**src/rtl/ifft_r2sdf_stage_pkg.sv**
```systemverilog
// Shared types, constants and round/saturate helpers for the FFT/IFFT datapath.
//   DW      : signed width of every real/imag sample
//   TW_W    : signed twiddle width, Q1.(TW_W-1)
//   cplx_t  : packed complex sample {re, im}
//   sat_dw  : saturate a wide accumulator to DW bits
//   half_round : (x + 1) >>> 1 with saturation to DW bits
package ifft_r2sdf_stage_pkg;

    localparam int unsigned DW    = 21;
    localparam int unsigned TW_W  = 16;
    localparam int unsigned BW    = DW + 2;          // butterfly add/sub width
    localparam int unsigned ACC_W = DW + TW_W + 2;   // complex-multiply accumulator width

    localparam logic signed [TW_W-1:0] TW_ONE = {1'b0, {(TW_W-1){1'b1}}};
    localparam logic signed [DW-1:0]   DW_MAX = {1'b0, {(DW-1){1'b1}}};
    localparam logic signed [DW-1:0]   DW_MIN = {1'b1, {(DW-1){1'b0}}};
    localparam logic signed [ACC_W-1:0] RND   = ACC_W'(1) <<< (TW_W - 2);

    typedef struct packed {
        logic signed [DW-1:0] re;
        logic signed [DW-1:0] im;
    } cplx_t;

    // Twiddle-address width; a DEPTH of 1 still gets a 1-bit address port.
    function automatic int unsigned addr_w(input int unsigned depth);
        return (depth > 1) ? $clog2(depth) : 1;
    endfunction

    function automatic logic signed [DW-1:0] sat_dw(input logic signed [ACC_W-1:0] x);
        logic signed [DW-1:0] r;
        if (x > ACC_W'(DW_MAX)) begin
            r = DW_MAX;
        end else if (x < ACC_W'(DW_MIN)) begin
            r = DW_MIN;
        end else begin
            r = DW'(x);
        end
        return r;
    endfunction

    // Halving with round-half-up; only a-b at the extreme corner can exceed DW bits.
    function automatic logic signed [DW-1:0] half_round(input logic signed [BW-1:0] x);
        logic signed [BW-1:0] h;
        h = (x + BW'(1)) >>> 1;
        return sat_dw(ACC_W'(h));
    endfunction

endpackage

```
**src/rtl/ifft_r2sdf_stage_if.sv**
```systemverilog
// Streaming sample / twiddle-ROM bundle of one R2SDF IFFT stage.
//   in_valid/in_re/in_im    : upstream sample stream
//   tw_addr/tw_re/tw_im     : twiddle ROM lookup (address out, data back same cycle)
//   out_valid/out_re/out_im : downstream sample stream
// master = environment side (upstream source, ROM, sink); slave = the stage.
interface ifft_r2sdf_stage_if #(
    parameter int unsigned DEPTH = 4
);
    import ifft_r2sdf_stage_pkg::*;

    localparam int unsigned AW = addr_w(DEPTH);

    logic                   in_valid;
    logic signed [DW-1:0]   in_re;
    logic signed [DW-1:0]   in_im;
    logic [AW-1:0]          tw_addr;
    logic signed [TW_W-1:0] tw_re;
    logic signed [TW_W-1:0] tw_im;
    logic                   out_valid;
    logic signed [DW-1:0]   out_re;
    logic signed [DW-1:0]   out_im;

    modport master (
        output in_valid, in_re, in_im, tw_re, tw_im,
        input  tw_addr, out_valid, out_re, out_im
    );

    modport slave (
        input  in_valid, in_re, in_im, tw_re, tw_im,
        output tw_addr, out_valid, out_re, out_im
    );

endinterface

```
**src/rtl/ifft_r2sdf_stage_cmul_round_sat.sv**
```systemverilog
// Conjugate complex multiply y = d * conj(w), rounded and saturated to DW bits.
//   d_i     : complex difference sample
//   w_re_i  : forward twiddle real part, Q1.(TW_W-1)
//   w_im_i  : forward twiddle imag part (conjugated here)
//   y_c_o   : combinational result
module cmul_round_sat
    import ifft_r2sdf_stage_pkg::*;
(
    input  cplx_t                  d_i,
    input  logic signed [TW_W-1:0] w_re_i,
    input  logic signed [TW_W-1:0] w_im_i,
    output cplx_t                  y_c_o
);

    logic signed [ACC_W-1:0] acc_re;
    logic signed [ACC_W-1:0] acc_im;

    // re = dr*wr + di*wi ; im = di*wr - dr*wi, both carrying the half-LSB round term
    assign acc_re = ACC_W'(d_i.re) * ACC_W'(w_re_i) + ACC_W'(d_i.im) * ACC_W'(w_im_i) + RND;
    assign acc_im = ACC_W'(d_i.im) * ACC_W'(w_re_i) - ACC_W'(d_i.re) * ACC_W'(w_im_i) + RND;

    assign y_c_o.re = sat_dw(acc_re >>> (TW_W - 1));
    assign y_c_o.im = sat_dw(acc_im >>> (TW_W - 1));

endmodule

```
**src/rtl/ifft_r2sdf_stage.sv**
```systemverilog
// One streaming radix-2 single-path delay-feedback DIF stage of the inverse FFT.
//   clk : rising-edge clock
//   rst : synchronous active-high reset
//   bus : slave side of ifft_r2sdf_stage_if (sample in, twiddle ROM, sample out)
// Fill phase stores the input and emits the previous frame's difference on the
// twiddle path; butterfly phase emits the halved sum and stores the halved
// difference. Two registered stages: select/twiddle capture, then multiply.
module ifft_r2sdf_stage
    import ifft_r2sdf_stage_pkg::*;
#(
    parameter int unsigned DEPTH = 4
) (
    input  logic              clk,
    input  logic              rst,
    ifft_r2sdf_stage_if.slave bus
);

    localparam int unsigned AW = addr_w(DEPTH);
    localparam int unsigned CW = $clog2(2 * DEPTH);

    logic [CW-1:0] cnt_q, cnt_d;
    logic          primed_q, primed_d;
    logic          phase;
    logic          accept;

    cplx_t in_s, pop, push;
    cplx_t sum_c, diff_c;

    logic                   s1_valid_q, s1_valid_d;
    logic                   s1_diff_q, s1_diff_d;
    cplx_t                  s1_data_q, s1_data_d;
    logic signed [TW_W-1:0] s1_w_re_q, s1_w_re_d;
    logic signed [TW_W-1:0] s1_w_im_q, s1_w_im_d;

    logic  out_valid_q, out_valid_d;
    cplx_t out_q, out_d;
    cplx_t cm_y;

    assign accept  = bus.in_valid;
    assign phase   = cnt_q[CW-1];
    assign in_s.re = bus.in_re;
    assign in_s.im = bus.in_im;

    // Twiddle index is the in-phase position; with DEPTH=1 only k=0 exists.
    generate
        if (DEPTH == 1) begin : g_tw_one
            assign bus.tw_addr = '0;
        end else begin : g_tw_idx
            assign bus.tw_addr = cnt_q[AW-1:0];
        end
    endgenerate

    // Delay line of DEPTH samples advancing once per accepted input.
    generate
        if (DEPTH <= 8) begin : g_sr
            cplx_t dl_q [DEPTH];
            always_ff @(posedge clk) begin
                if (accept) begin
                    dl_q[0] <= push;
                    for (int i = 1; i < int'(DEPTH); i++) begin
                        dl_q[i] <= dl_q[i-1];
                    end
                end
            end
            assign pop = dl_q[DEPTH-1];
        end else begin : g_ram
            // Read-before-write at the same slot gives exactly DEPTH accepts of delay.
            cplx_t ram_q [DEPTH];
            always_ff @(posedge clk) begin
                if (accept) begin
                    ram_q[cnt_q[AW-1:0]] <= push;
                end
            end
            assign pop = ram_q[cnt_q[AW-1:0]];
        end
    endgenerate

    // Butterfly on delay pop (a) and input (b), halved per stage.
    assign sum_c.re  = half_round(BW'(pop.re) + BW'(in_s.re));
    assign sum_c.im  = half_round(BW'(pop.im) + BW'(in_s.im));
    assign diff_c.re = half_round(BW'(pop.re) - BW'(in_s.re));
    assign diff_c.im = half_round(BW'(pop.im) - BW'(in_s.im));

    cmul_round_sat u_cmul (
        .d_i    (s1_data_q),
        .w_re_i (s1_w_re_q),
        .w_im_i (s1_w_im_q),
        .y_c_o  (cm_y)
    );

    // Next-state: counter/priming, stage-1 select, stage-2 twiddle or bypass.
    always_comb begin
        cnt_d       = cnt_q;
        primed_d    = primed_q;
        push        = in_s;
        s1_valid_d  = 1'b0;
        s1_diff_d   = s1_diff_q;
        s1_data_d   = s1_data_q;
        s1_w_re_d   = s1_w_re_q;
        s1_w_im_d   = s1_w_im_q;
        out_valid_d = s1_valid_q;
        out_d       = out_q;

        if (accept) begin
            cnt_d     = cnt_q + CW'(1);
            s1_w_re_d = bus.tw_re;
            s1_w_im_d = bus.tw_im;
            if (phase) begin
                primed_d   = 1'b1;
                push       = diff_c;
                s1_valid_d = 1'b1;
                s1_diff_d  = 1'b0;
                s1_data_d  = sum_c;
            end else begin
                // Pops before the first butterfly after reset hold stale data.
                push       = in_s;
                s1_valid_d = primed_q;
                s1_diff_d  = 1'b1;
                s1_data_d  = pop;
            end
        end

        if (s1_valid_q) begin
            out_d = s1_diff_q ? cm_y : s1_data_q;
        end
    end

    always_ff @(posedge clk) begin
        if (rst) begin
            cnt_q       <= '0;
            primed_q    <= 1'b0;
            s1_valid_q  <= 1'b0;
            s1_diff_q   <= 1'b0;
            s1_data_q   <= '0;
            s1_w_re_q   <= '0;
            s1_w_im_q   <= '0;
            out_valid_q <= 1'b0;
            out_q       <= '0;
        end else begin
            cnt_q       <= cnt_d;
            primed_q    <= primed_d;
            s1_valid_q  <= s1_valid_d;
            s1_diff_q   <= s1_diff_d;
            s1_data_q   <= s1_data_d;
            s1_w_re_q   <= s1_w_re_d;
            s1_w_im_q   <= s1_w_im_d;
            out_valid_q <= out_valid_d;
            out_q       <= out_d;
        end
    end

    assign bus.out_valid = out_valid_q;
    assign bus.out_re    = out_q.re;
    assign bus.out_im    = out_q.im;

endmodule

```
**src/flat_wrapper.sv**
```systemverilog
// flat-port wrapper written by rule: the top's interface ports become plain ports
module ifft_r2sdf_stage_flat import ifft_r2sdf_stage_pkg::*;
#(
    parameter int unsigned DEPTH = 4
)
  (clk, rst, bus_in_valid, bus_in_re, bus_in_im, bus_tw_re, bus_tw_im, bus_tw_addr, bus_out_valid, bus_out_re, bus_out_im);
  ifft_r2sdf_stage_if #(.DEPTH(DEPTH)) bus_i ();
  input  logic clk;
  input  logic rst;
  input wire logic [$bits(bus_i.in_valid)-1:0] bus_in_valid;
  input wire logic [$bits(bus_i.in_re)-1:0] bus_in_re;
  input wire logic [$bits(bus_i.in_im)-1:0] bus_in_im;
  input wire logic [$bits(bus_i.tw_re)-1:0] bus_tw_re;
  input wire logic [$bits(bus_i.tw_im)-1:0] bus_tw_im;
  output wire logic [$bits(bus_i.tw_addr)-1:0] bus_tw_addr;
  output wire logic [$bits(bus_i.out_valid)-1:0] bus_out_valid;
  output wire logic [$bits(bus_i.out_re)-1:0] bus_out_re;
  output wire logic [$bits(bus_i.out_im)-1:0] bus_out_im;
  assign bus_i.in_valid = bus_in_valid;
  assign bus_i.in_re = bus_in_re;
  assign bus_i.in_im = bus_in_im;
  assign bus_i.tw_re = bus_tw_re;
  assign bus_i.tw_im = bus_tw_im;
  assign bus_tw_addr = bus_i.tw_addr;
  assign bus_out_valid = bus_i.out_valid;
  assign bus_out_re = bus_i.out_re;
  assign bus_out_im = bus_i.out_im;
  ifft_r2sdf_stage #(.DEPTH(DEPTH)) u_core (.clk(clk), .rst(rst), .bus(bus_i));
endmodule
```
**config.mk**
```make
export PLATFORM = sky130hd
export DESIGN_NAME = ifft_r2sdf_stage_flat
export DESIGN_NICKNAME = d
export VERILOG_FILES = /design/src/rtl/ifft_r2sdf_stage_pkg.sv /design/src/rtl/ifft_r2sdf_stage_if.sv /design/src/rtl/ifft_r2sdf_stage_cmul_round_sat.sv /design/src/rtl/ifft_r2sdf_stage.sv /design/src/flat_wrapper.sv
export SDC_FILE = /design/constraint.sdc
export NUM_CORES = 2
export LEC_CHECK = 0
export BUFFER_PORTS_ARGS = -buffer_cell sky130_fd_sc_hd__buf_2
export CORE_ASPECT_RATIO = 2
export CORE_MARGIN = 2
export CORE_UTILIZATION = 58
export CTS_BUF_LIST = sky130_fd_sc_hd__clkbuf_4 sky130_fd_sc_hd__clkbuf_8 sky130_fd_sc_hd__clkbuf_16
export DETAILED_ROUTE_END_ITERATION = 16
export HOLD_SLACK_MARGIN = 0.1
export PLACE_DENSITY = 0.73
export SLEW_MARGIN = 30
export SYNTH_ARGS = -nofsm -noshare
export SYNTH_HDL_FRONTEND = slang
export SYNTH_SLANG_ARGS = --single-unit
```
**constraint.sdc**
```tcl
create_clock -name clk -period 20.8 [get_ports clk]
set_clock_uncertainty 0.2 [all_clocks]
set_input_delay 2.08 -clock clk [delete_from_list [all_inputs] [get_ports clk]]
set_output_delay 2.08 -clock clk [all_outputs]
set_load 0.005 [all_outputs]
```
==> results.txt <==
Longest Clk Path Bufs: 3
Worst Max-Slew Pin Slew: 1.053 ns
RD Place Congestion: 0.9431
fraction of layout cells with a size suffix above 1: 4.803%
worst setup margin: 11.27 ns
initial DRC count: 2275
RSZ-0062 raised after global routing: false
Initial Util: 58.43%
via count: 46540
total CTS buffers: 28
DRT antenna net count: 0
Worst path max stage delay: 0.70 ns
Place WS: 11.37 ns
wire per inst: 22.06 microns
Synth Flop Type: edfxtp_1
Die W: 240.5 microns
setup TNS: 0 ns
Worst VDD drop: 0.3066 mV
Die Footprint: 114700 sq um
Leakage: 32.71 nW
CTS tree: yes
delay-heaviest family, CP: adder cells
final-report setup violation count: 0
via/cell ratio: 5.664
pwr dens: 133.2 nW/um^2
Worst-Skew Late Latency: 0.65 ns
Max-Cap Viols: 0
Root Buffer: clkbuf_16
sequential fraction of the synthesis area: 11.57%
# port buffers: 121
H-Tree Depth: 1
clock sinks: 291
slowest cell on the critical path: o31ai_2
WP data arrival: 9.88 ns
I/O pin count: 122
Synth Warn #: 0
core area: 111000 sq um
Post-synth EDFFs: 168
DRT Wirelength: 181.2 mm
Final Critical Period: 9.526 ns
Final Hold Fails: 0
Total Power Consumption: 9.017 mW
Final Util: 60.95%
global route overflow: 0
clock slew at reported path FFs: 0.08 ns
Mapped Area: 64880 sq um
gr usage total: 33.39%
post-cts sizing count: 0
Worst path most repeated cell: fa_1
Syn-to-layout area delta: 4.320%
Pins Over Slew Limit: 0
synthesized area per cell: 9.525 sq um
syn_nets: 8843
# DRC: 0
Setup crit end kind: flip-flop
Crit path required time: 21.15 ns
status: complete, no violations
Synth cell types: 83
first-pass GRT wire length: 286.7 mm
Final Hold Slack: 0.2055 ns
initial antenna violation count: 6
DP Wirelength: 143.1 mm
die height: 477 microns
Max-slew headroom: 29.77%
Cells after Synth: 6812
nets@finish: 8734
Worst setup SP type: flip-flop
Hold Path Class: reg2reg
WS Path Type: reg2reg
Peak Freq: 0.1050 GHz
row count: 173
vias in the first global route: 53420
FF+latch count, synth: 291
fin crit share: 45.80%
post-synthesis async set-or-reset flop share: 0%
Critical path buffers and inverters: 8
Pre-antenna DRT Iters: 6
largest net degree at the start of global routing: 76
Worst Path Max Fanout: 43
number of hold buffers added after cts: 0
number of post-CTS setup repair buffers: 0
# fillers: 9285
flip-flops by register name, summed over array words and instances, names as in the netlist:
register,flops
u_core.s1_w_im_q,16
u_core.bus.out_re,21
u_core.cnt_q,3
u_core.s1_data_q,42
u_core.g_sr.dl_q,168
u_core.bus.out_im,21
u_core.bus.out_valid,1
u_core.s1_w_re_q,16
u_core.out_valid_d,1
u_core.primed_q,1
u_core.s1_diff_q,1
cells in the mapped netlist, drive strengths merged (10+ instances only):
cell type	n	share of area (%)
a211oi	42	0.51
a21o	37	0.43
a21oi	178	1.4
a221oi	11	0.16
a31oi	13	0.13
and2	535	5.2
buf	22	0.18
clkbuf	330	1.9
dfxtp	123	3.8
edfxtp	168	7.8
fa	1496	46
ha	458	8.8
inv	1685	9.7
maj3	12	0.19
mux2	16	0.28
mux2i	39	0.60
nand2	818	4.7
nand2b	52	0.50
nand3	29	0.22
nor2	191	1.1
nor2b	39	0.38
nor3	45	0.35
o211ai	11	0.13
o21a	14	0.16
o21ai	91	0.70
o21bai	24	0.28
o22ai	58	0.58
o31ai	10	0.12
xnor2	93	1.3
xor2	44	0.59
worst paths after layout:
path | start | to | slack, ns | depth (start not counted)
worst max register to register | u_core.s1_w_im_q[0]$_SDFFE_PP0P_ | u_core.bus.out_im[5]$_SDFFE_PP0P_ | 11.27 | 29
worst min register to register | u_core.g_sr.dl_q[2][15]$_DFFE_PP_ | u_core.g_sr.dl_q[3][15]$_DFFE_PP_ | 0.21 | 0
worst min-delay path | u_core.g_sr.dl_q[2][15]$_DFFE_PP_ | u_core.g_sr.dl_q[3][15]$_DFFE_PP_ | 0.21 | 0
worst max-delay path | u_core.s1_w_im_q[0]$_SDFFE_PP0P_ | u_core.bus.out_im[5]$_SDFFE_PP0P_ | 11.27 | 29
power by group:
group / leakage, nW / internal, mW / switching [mW] / total, mW
logic: 29.6 / 2.95 / 4.83 / 7.79
registers: 2.65 / 0.643 / 0.0261 / 0.669
clock network: 0.471 / 0.295 / 0.267 / 0.562
cell usage in the layout, fill, tap and decap left out, drive strengths merged, types with 52 or more instances in the layout:
cell type  synthesis  final
ha               458    458
edfxtp           168    168
o21ai             91     91
and2             535    535
o22ai             58     58
fa              1496   1496
nor2             191    191
a21oi            178    178
buf               22    213
inv             1685   1690
dfxtp            123    123
xnor2             93     93
nand2            818    818
nand2b            52     52
stage by stage:
step,cell area [sq um],std cells
after floorplan,64880,6812
after global placement,66710,8160
after detailed placement,66710,8160
after CTS,67670,8212
after global routing,67680,8214
final,67680,8217
layout make-up:
class / count / area, sq um / share of cell area (%)
inverters: 1687 / 6332 / 9.356
multi-input cells: 4482 / 49700 / 73.42
diodes: 5 / 12.51 / 0.01849
clock buffers: 32 / 772.0 / 1.141
repair buffers: 213 / 1309 / 1.934
flip-flops and latches: 291 / 7512 / 11.10
clock inverters: 20 / 191.4 / 0.2828
well taps: 1487 / 1861 / 2.749
metal layers:
layer | up-vias | wire (microns) | global-route usage (%) | part of all wire (%)
met5 | - | 0 | 0 | 0
met4 | 0 | 22490 | 32.67 | 12
met3 | 934 | 9294 | 3.893 | 5.1
met2 | 1856 | 95180 | 59.35 | 53
met1 | 23860 | 54280 | 32.70 | 30
li1 | 19890 | - | - | -
cells by family after synthesis:
family | synth area share [%]
buf+inv | 11.85
fa+ha+maj | 55.18
simple gates | 13.00
compound gates | 5.675
flops | 11.57
xor+xnor | 1.849
mux | 0.8793
worst register-to-register path: cells and delay by family, from the launching register on:
kind | cells | cell delay, ns
and+or+nand+nor | 4 | 0.71
adders and majority gates | 9 | 4.29
muxes | 1 | 0.31
buffers and inverters | 8 | 1.76
AOI/OAI and AO/OA | 7 | 1.87
DFF | 1 | 0.31
No activity file was read; power rests on OpenSTA's default activity.
